**config.mk**
```make
export PLATFORM = sky130hd
export DESIGN_NAME = reg_rw_ctrl_flat
export DESIGN_NICKNAME = d
export VERILOG_FILES = /design/src/rtl/reg_rw_ctrl_if.sv /design/src/rtl/reg_rw_ctrl.sv /design/src/flat_wrapper.sv
export SDC_FILE = /design/constraint.sdc
export NUM_CORES = 1
export LEC_CHECK = 0
export CORE_UTILIZATION = 50
export CTS_CLUSTER_SIZE = 40
export DETAILED_ROUTE_END_ITERATION = 6
export PLACE_DENSITY = 0.9
export SLEW_MARGIN = 10
export SYNTH_ARGS = -nofsm -noshare
export SYNTH_HDL_FRONTEND = slang
export SYNTH_SLANG_ARGS = --single-unit
```
**constraint.sdc**
```tcl
create_clock -name clk -period 3.1 [get_ports clk]
set_input_delay 0.31 -clock clk [delete_from_list [all_inputs] [get_ports clk]]
set_output_delay 0.31 -clock clk [all_outputs]
set_load 0.05 [all_outputs]
```
**src/rtl/reg_rw_ctrl_if.sv**
```systemverilog
// Request/response channel plus BRAM port bundle for reg_rw_ctrl.
// slave is the controller side; master is the environment (requester, consumer and BRAM).
interface reg_rw_ctrl_if #(
  parameter int unsigned L2_DEPTH = 8,
  parameter int unsigned WIDTH    = 32
) ();
  logic                req_valid;
  logic                req_ready;
  logic [1:0]          req_opcode;
  logic [L2_DEPTH-1:0] req_index;
  logic [WIDTH-1:0]    req_data;

  logic                resp_valid;
  logic                resp_ready;
  logic [WIDTH-1:0]    resp_data;

  logic                bram_en;
  logic                bram_we;
  logic [L2_DEPTH-1:0] bram_addr;
  logic [WIDTH-1:0]    bram_din;
  logic                bram_regce;
  logic                bram_rst;
  logic [WIDTH-1:0]    bram_dout;

  modport slave (
    input  req_valid, req_opcode, req_index, req_data, resp_ready, bram_dout,
    output req_ready, resp_valid, resp_data,
    output bram_en, bram_we, bram_addr, bram_din, bram_regce, bram_rst
  );

  modport master (
    output req_valid, req_opcode, req_index, req_data, resp_ready, bram_dout,
    input  req_ready, resp_valid, resp_data,
    input  bram_en, bram_we, bram_addr, bram_din, bram_regce, bram_rst
  );
endinterface

```
**src/rtl/reg_rw_ctrl.sv**
```systemverilog
// Single-outstanding READ/WRITE/ADD controller for one single-port BRAM with a
// 2-cycle registered read path; ADD is a serialised read-modify-write.
module reg_rw_ctrl #(
  parameter int unsigned L2_DEPTH = 8,
  parameter int unsigned WIDTH    = 32
) (
  input  logic         clk,
  input  logic         rst,
  reg_rw_ctrl_if.slave bus
);

  typedef enum logic [2:0] {StIdle, StIssue, StLat1, StLat2, StWrite, StResp} state_e;

  localparam logic [1:0] OpWrite = 2'd1;
  localparam logic [1:0] OpAdd   = 2'd2;

  state_e              state_q, state_d;
  logic [1:0]          op_q, op_d;
  logic [L2_DEPTH-1:0] idx_q, idx_d;
  logic [WIDTH-1:0]    data_q, data_d;
  logic [WIDTH-1:0]    old_q, old_d;
  logic [WIDTH-1:0]    resp_data_q, resp_data_d;
  logic [WIDTH-1:0]    sum;

  logic                req_ready, resp_valid;
  logic                bram_en, bram_we, bram_regce;
  logic [L2_DEPTH-1:0] bram_addr;
  logic [WIDTH-1:0]    bram_din;

  // Carry out is intentionally discarded (modular add).
  assign sum = old_q + data_q;

  always_comb begin
    state_d     = state_q;
    op_d        = op_q;
    idx_d       = idx_q;
    data_d      = data_q;
    old_d       = old_q;
    resp_data_d = resp_data_q;
    req_ready   = 1'b0;
    resp_valid  = 1'b0;
    bram_en     = 1'b0;
    bram_we     = 1'b0;
    bram_regce  = 1'b0;
    bram_addr   = idx_q;
    bram_din    = data_q;

    unique case (state_q)
      StIdle: begin
        req_ready = 1'b1;
        if (bus.req_valid) begin
          op_d    = bus.req_opcode;
          idx_d   = bus.req_index;
          data_d  = bus.req_data;
          state_d = StIssue;
        end
      end
      StIssue: begin
        bram_en = 1'b1;
        if (op_q == OpWrite) begin
          bram_we     = 1'b1;
          resp_data_d = data_q;
          state_d     = StResp;
        end else begin
          state_d = StLat1;
        end
      end
      StLat1: begin
        bram_regce = 1'b1;
        state_d    = StLat2;
      end
      StLat2: begin
        old_d = bus.bram_dout;
        if (op_q == OpAdd) begin
          state_d = StWrite;
        end else begin
          // Reserved opcode falls through here and behaves as READ.
          resp_data_d = bus.bram_dout;
          state_d     = StResp;
        end
      end
      StWrite: begin
        bram_en     = 1'b1;
        bram_we     = 1'b1;
        bram_din    = sum;
        resp_data_d = sum;
        state_d     = StResp;
      end
      StResp: begin
        resp_valid = 1'b1;
        if (bus.resp_ready) state_d = StIdle;
      end
      default: state_d = StIdle;
    endcase
  end

  always_ff @(posedge clk) begin
    if (rst) begin
      state_q     <= StIdle;
      op_q        <= '0;
      idx_q       <= '0;
      data_q      <= '0;
      old_q       <= '0;
      resp_data_q <= '0;
    end else begin
      state_q     <= state_d;
      op_q        <= op_d;
      idx_q       <= idx_d;
      data_q      <= data_d;
      old_q       <= old_d;
      resp_data_q <= resp_data_d;
    end
  end

  assign bus.req_ready  = req_ready;
  assign bus.resp_valid = resp_valid;
  assign bus.resp_data  = resp_data_q;
  assign bus.bram_en    = bram_en;
  assign bus.bram_we    = bram_we;
  assign bus.bram_addr  = bram_addr;
  assign bus.bram_din   = bram_din;
  assign bus.bram_regce = bram_regce;
  assign bus.bram_rst   = rst;

endmodule

```
**src/flat_wrapper.sv**
```systemverilog
// flat-port wrapper written by rule: the top's interface ports become plain ports
module reg_rw_ctrl_flat 
#(
  parameter int unsigned L2_DEPTH = 8,
  parameter int unsigned WIDTH    = 32
)
  (clk, rst, bus_req_valid, bus_req_opcode, bus_req_index, bus_req_data, bus_resp_ready, bus_bram_dout, bus_req_ready, bus_resp_valid, bus_resp_data, bus_bram_en, bus_bram_we, bus_bram_addr, bus_bram_din, bus_bram_regce, bus_bram_rst);
  reg_rw_ctrl_if #(.L2_DEPTH(L2_DEPTH), .WIDTH(WIDTH)) bus_i ();
  input  logic clk;
  input  logic rst;
  input wire logic [$bits(bus_i.req_valid)-1:0] bus_req_valid;
  input wire logic [$bits(bus_i.req_opcode)-1:0] bus_req_opcode;
  input wire logic [$bits(bus_i.req_index)-1:0] bus_req_index;
  input wire logic [$bits(bus_i.req_data)-1:0] bus_req_data;
  input wire logic [$bits(bus_i.resp_ready)-1:0] bus_resp_ready;
  input wire logic [$bits(bus_i.bram_dout)-1:0] bus_bram_dout;
  output wire logic [$bits(bus_i.req_ready)-1:0] bus_req_ready;
  output wire logic [$bits(bus_i.resp_valid)-1:0] bus_resp_valid;
  output wire logic [$bits(bus_i.resp_data)-1:0] bus_resp_data;
  output wire logic [$bits(bus_i.bram_en)-1:0] bus_bram_en;
  output wire logic [$bits(bus_i.bram_we)-1:0] bus_bram_we;
  output wire logic [$bits(bus_i.bram_addr)-1:0] bus_bram_addr;
  output wire logic [$bits(bus_i.bram_din)-1:0] bus_bram_din;
  output wire logic [$bits(bus_i.bram_regce)-1:0] bus_bram_regce;
  output wire logic [$bits(bus_i.bram_rst)-1:0] bus_bram_rst;
  assign bus_i.req_valid = bus_req_valid;
  assign bus_i.req_opcode = bus_req_opcode;
  assign bus_i.req_index = bus_req_index;
  assign bus_i.req_data = bus_req_data;
  assign bus_i.resp_ready = bus_resp_ready;
  assign bus_i.bram_dout = bus_bram_dout;
  assign bus_req_ready = bus_i.req_ready;
  assign bus_resp_valid = bus_i.resp_valid;
  assign bus_resp_data = bus_i.resp_data;
  assign bus_bram_en = bus_i.bram_en;
  assign bus_bram_we = bus_i.bram_we;
  assign bus_bram_addr = bus_i.bram_addr;
  assign bus_bram_din = bus_i.bram_din;
  assign bus_bram_regce = bus_i.bram_regce;
  assign bus_bram_rst = bus_i.bram_rst;
  reg_rw_ctrl #(.L2_DEPTH(L2_DEPTH), .WIDTH(WIDTH)) u_core (.clk(clk), .rst(rst), .bus(bus_i));
endmodule
```
# == Word-level counts from Yosys, hierarchy flattened ==
# Cells that the tools add are included.
# word_totals
inputBits,78
register_bits,109
# op_classes
n_mux,15
n_eq_ne,11
add_sub_neg,1
reduce_logical,6
# op_table
operator,n
$mux 32,3
$pmux 32 s3,1
$add 32x32->32,1
$pmux 3 s6,1
$mux 3,3
$eq 3x2->1 const B,2
$eq 3x3->1 const B,2
$mux 1,6
$ne 2x2->1 const B,3
$reduce_and 2->1,2
$eq 3x1->1 const B,1
$logic_not 3->1,1
$reduce_and 3->1,1
$reduce_bool 3->1,1
$eq 2x1->1 const B,1
$eq 2x2->1 const B,1
$ne 2x1->1 const B,1
$pmux 1 s2,1
$reduce_or 2->1,1

# == Longest topological paths before layout ==
# depth
ltp_word,3
depth_mapped,10
depth_no_buf,10

# == Least setup slack after synthesis ==
# OpenSTA, ideal clock, no wires.
# synth_path
path_kind,reg2out
startpoint,register u_core.data_q[14]
endpoint,output bus_bram_din[27]
arrival_ns,3.069
required_time_ns,2.790
stages_incl_launch_ff,11
path_slack_ns,-0.279
cell_sequence,dfxtp_1 > ha_1 > clkbuf_1 > a21o_1 > o21bai_1 > o32ai_1 > a21oi_1 > a31oi_1 > o21ai_0 > xnor2_1 > o21ai_0
# synth_between
elab_chain_cells,2
# synth_lines
element,line_no,source
from (decl),reg_rw_ctrl.sv:20,"logic [WIDTH-1:0] data_q, data_d;"
from (signal assigned),reg_rw_ctrl.sv:109,data_q <= data_d;
$add 32x32->32,reg_rw_ctrl.sv:31,assign sum = old_q + data_q;
$mux 32,reg_rw_ctrl.sv:48,unique case (state_q)
to (decl),flat_wrapper.sv:23,output wire logic [$bits(bus_i.bram_din)-1:0] bus_bram_din;
# No other way between the ends.

# == Worst setup path in the final report ==
# layout_path
startpoint,register u_core.old_q[0]
endpoint,output bus_bram_din[26]
# layout_between
elab_chain_cells,2
# layout_lines
element,line_no,source
from (decl),reg_rw_ctrl.sv:21,"logic [WIDTH-1:0] old_q, old_d;"
from (signal assigned),reg_rw_ctrl.sv:110,old_q <= old_d;
$add 32x32->32,reg_rw_ctrl.sv:31,
$mux 32,reg_rw_ctrl.sv:48,
# No other way between the ends.

==> reports/metrics.yaml <==
path_depth: 11
io-pin-count: 156
drive_gt1_share_pct: 19.5
critPathTopFamily: "compound AO/OA/AOI/OAI gates"
finalMaxSlewViolations: 0
drv_cap: 0
p_per_area_nw_per_um2: 565
portBuffers: 155
root_buffer: "clkbuf_16"
synth_fp_nets: 996
p_leak_nw: 3.68
synth.most_common_cell: "nand2_1"
diodes: 0
r2r-start: "u_core.old_q[0]"
avgSynthCellArea_um2: 7.20
tightest_slew_ps: 900
violations: "setup timing"
synth_top_area_share_pct: 34.2
required_ps: 2790
period_share_pct: 110
drtIter0Drc: 678
async_flop_share_pct: 0
antenna_found_initial: 0
cpMaxStageDelayCell: "dfxtp_2"
start_util_pct: 52.3
yosysWarnings: 0
fin_setup_tns_ps: -1130
min_path_cells: 2
final_util_pct: 76.0
ys.flop_type: "dfxtp_1"
ys_ff_latch: 109
grt_pass1_vias: 6747
layout_min_cycle_time_ps: 3420
path_max_fanout: 3
fin_area_um2: 9280
placed_cell_area_um2: 8310
dp_cells: 1173
syn_inst: 886
die_h_um: 115
synth_adder_area_share_pct: 6.39
wl_per_cell_um: 16.9
ant_nets: 0
startpoint: "u_core.old_q[0]"
crit_type: "reg2out"
cts.sinks: 109
cp-start-kind: "register"
muxShareOfSynthArea_pct: 0.784
synth_top_family_by_area: "compound AO/OA/AOI/OAI gates"
drc: 0
clock_latency_ps: 360
num_vias: 7117
grtUsageTotal_pct: 30.7
rsz0062_at_grt: "true"
clkSlewWorstSetupHoldPaths_ps: 70
power_mw: 5.25
cts_buffers: 9
synth.top_cells.by_count: "265 x nand2_1, 117 x a21oi_1, 109 x dfxtp_1"
ir_worst_vdd_mv: 0.495
syn_area_um2: 6380
fillers: 880
setup_ws_ps: -324
crit_buf_inv: 1
synth-xor-area-share_pct: 3.02
critPathMaxStageDelay_ps: 340
hp-class: "in2reg"
synth_cell_types: 61
grt_overflow: 0
tritoncts: "yes"
finalNetCount: 1149
coreArea_um2: 12200
final.setup_skew_ps: 6.52
htree_levels: 3
synthTopCellsByArea: "dfxtp_1 34%, nand2_1 16%, a21oi_1 9.2%"
hold_viol: 0
gp_congestion: 0.940
grt_max_degree: 63
dp_hpwl_um: 13500
r2r_cells: 15
drtPass1Iterations: 5
relSlewSlack_pct: 40.0
die_w_um: 115
synth-edff-count: 0
viasPerCell: 5.87
yosysTopAreaCell: "dfxtp_1"
max-clock-path-buffers: 2
cp-end-kind: "output port"
fmax_ghz: 0.292
wirelength_um: 20500
die_area_um2: 13200
run_status: "complete, but fails checks"
arrival_ps: 3110
row_count: 40
areaGrowthSynthToFinish_pct: 45.4
setup_viol: 9
yosys.area_share.simple_pct: 25.2
yosysSeqAreaShare_pct: 34.2
synth_compound_area_share_pct: 25.9
hp-start: "rst"
grt_pass1_wl_um: 32200
crit_chain: "ha_4, fa_2, a21o_1, a221oi_4, o22ai_2, o41ai_4, nor3_2, o41ai_2, mux2i_1, nand2_2, buf_6"
stdcell_count: 1212
## worst paths after layout
kind	end	slack, ps
max	bus_bram_din[26]	-320
min reg2reg	u_core.bus.bram_addr[4]	460
max reg2reg	u_core.bus.resp_data[28]	-70
min	u_core.op_q[1]	440
## cells in the final DEF, fill, tap and decap left out, drive strengths merged, types with 21 or more instances in the layout
cell type	count
a211oi	23
a21oi	117
a221oi	22
buf	85
clkdlybuf4s50	122
dfxtp	109
ha	31
nand2	265
nand3	21
nor2	51
o21ai	25
## worst register-to-register path, cell delays in order, from the launching register on
cell and delay [ps]:
dfxtp_2 340, ha_4 160, fa_2 340, a21o_1 210, a221oi_4 280, o22ai_2 140
o41ai_4 330, nor4_1 140, o21ai_1 170, mux2i_1 300, buf_4 160, buf_4 100
buf_4 100, buf_4 100, buf_4 100, a31oi_1 70
## registers in the layout (all words and copies together) (netlist names)
register	count
u_core.op_q	2
u_core.bus.bram_addr	8
u_core.bus.resp_data	32
u_core.state_q	3
u_core.old_q	32
u_core.data_q	32
## power by group
group	total (mW)	internal [mW]	switching [mW]
combinational	2.28	0.842	1.44
clock	1.23	0.693	0.537
sequential	1.74	1.59	0.150
total	5.25	3.12	2.13
## stage by stage
stage	hold slack, ps	setup WS (ps)
after floorplan	441	23.3
after global placement	441	-57.7
after detailed placement	449	-125
after CTS	431	-282
after global routing	458	-450
final	443	-324
## layout make-up
cell class	instances	area, um2	share of cell area [%]
Multi-Input combinational cell	701	4380	47.2
Tap cell	168	210	2.26
Sequential cell	109	2210	23.8
Timing Repair Buffer	207	2130	22.9
Inverter	11	41.3	0.445
Clock inverter	3	42.5	0.458
Clock buffer	13	270	2.91
## layer usage
metal / vias to the layer above / GRT usage [%] / wire (um)
met4: 0 / 12.1 / 446
met5: - / 0 / 0
met1: 3328 / 38.9 / 8610
met2: 357 / 50.6 / 9800
met3: 46 / 6.85 / 1630
li1: 3386 / - / -
## kinds of logic after synthesis
logic type | after synthesis
adders and majority gates | 32
DFF | 109
and+or+nand+nor | 389
xor gates and xnor gates | 22
muxes | 5
buffers and inverters | 76
AOI/OAI and AO/OA | 253
## timing repair
action,CTS,global route
pin swaps,22,21
gates resized for setup,44,76
endpoints found under the setup margin,14,21
setup buffers,18,10
hold buffers,0,0
(Power assumes the default switching activity.)
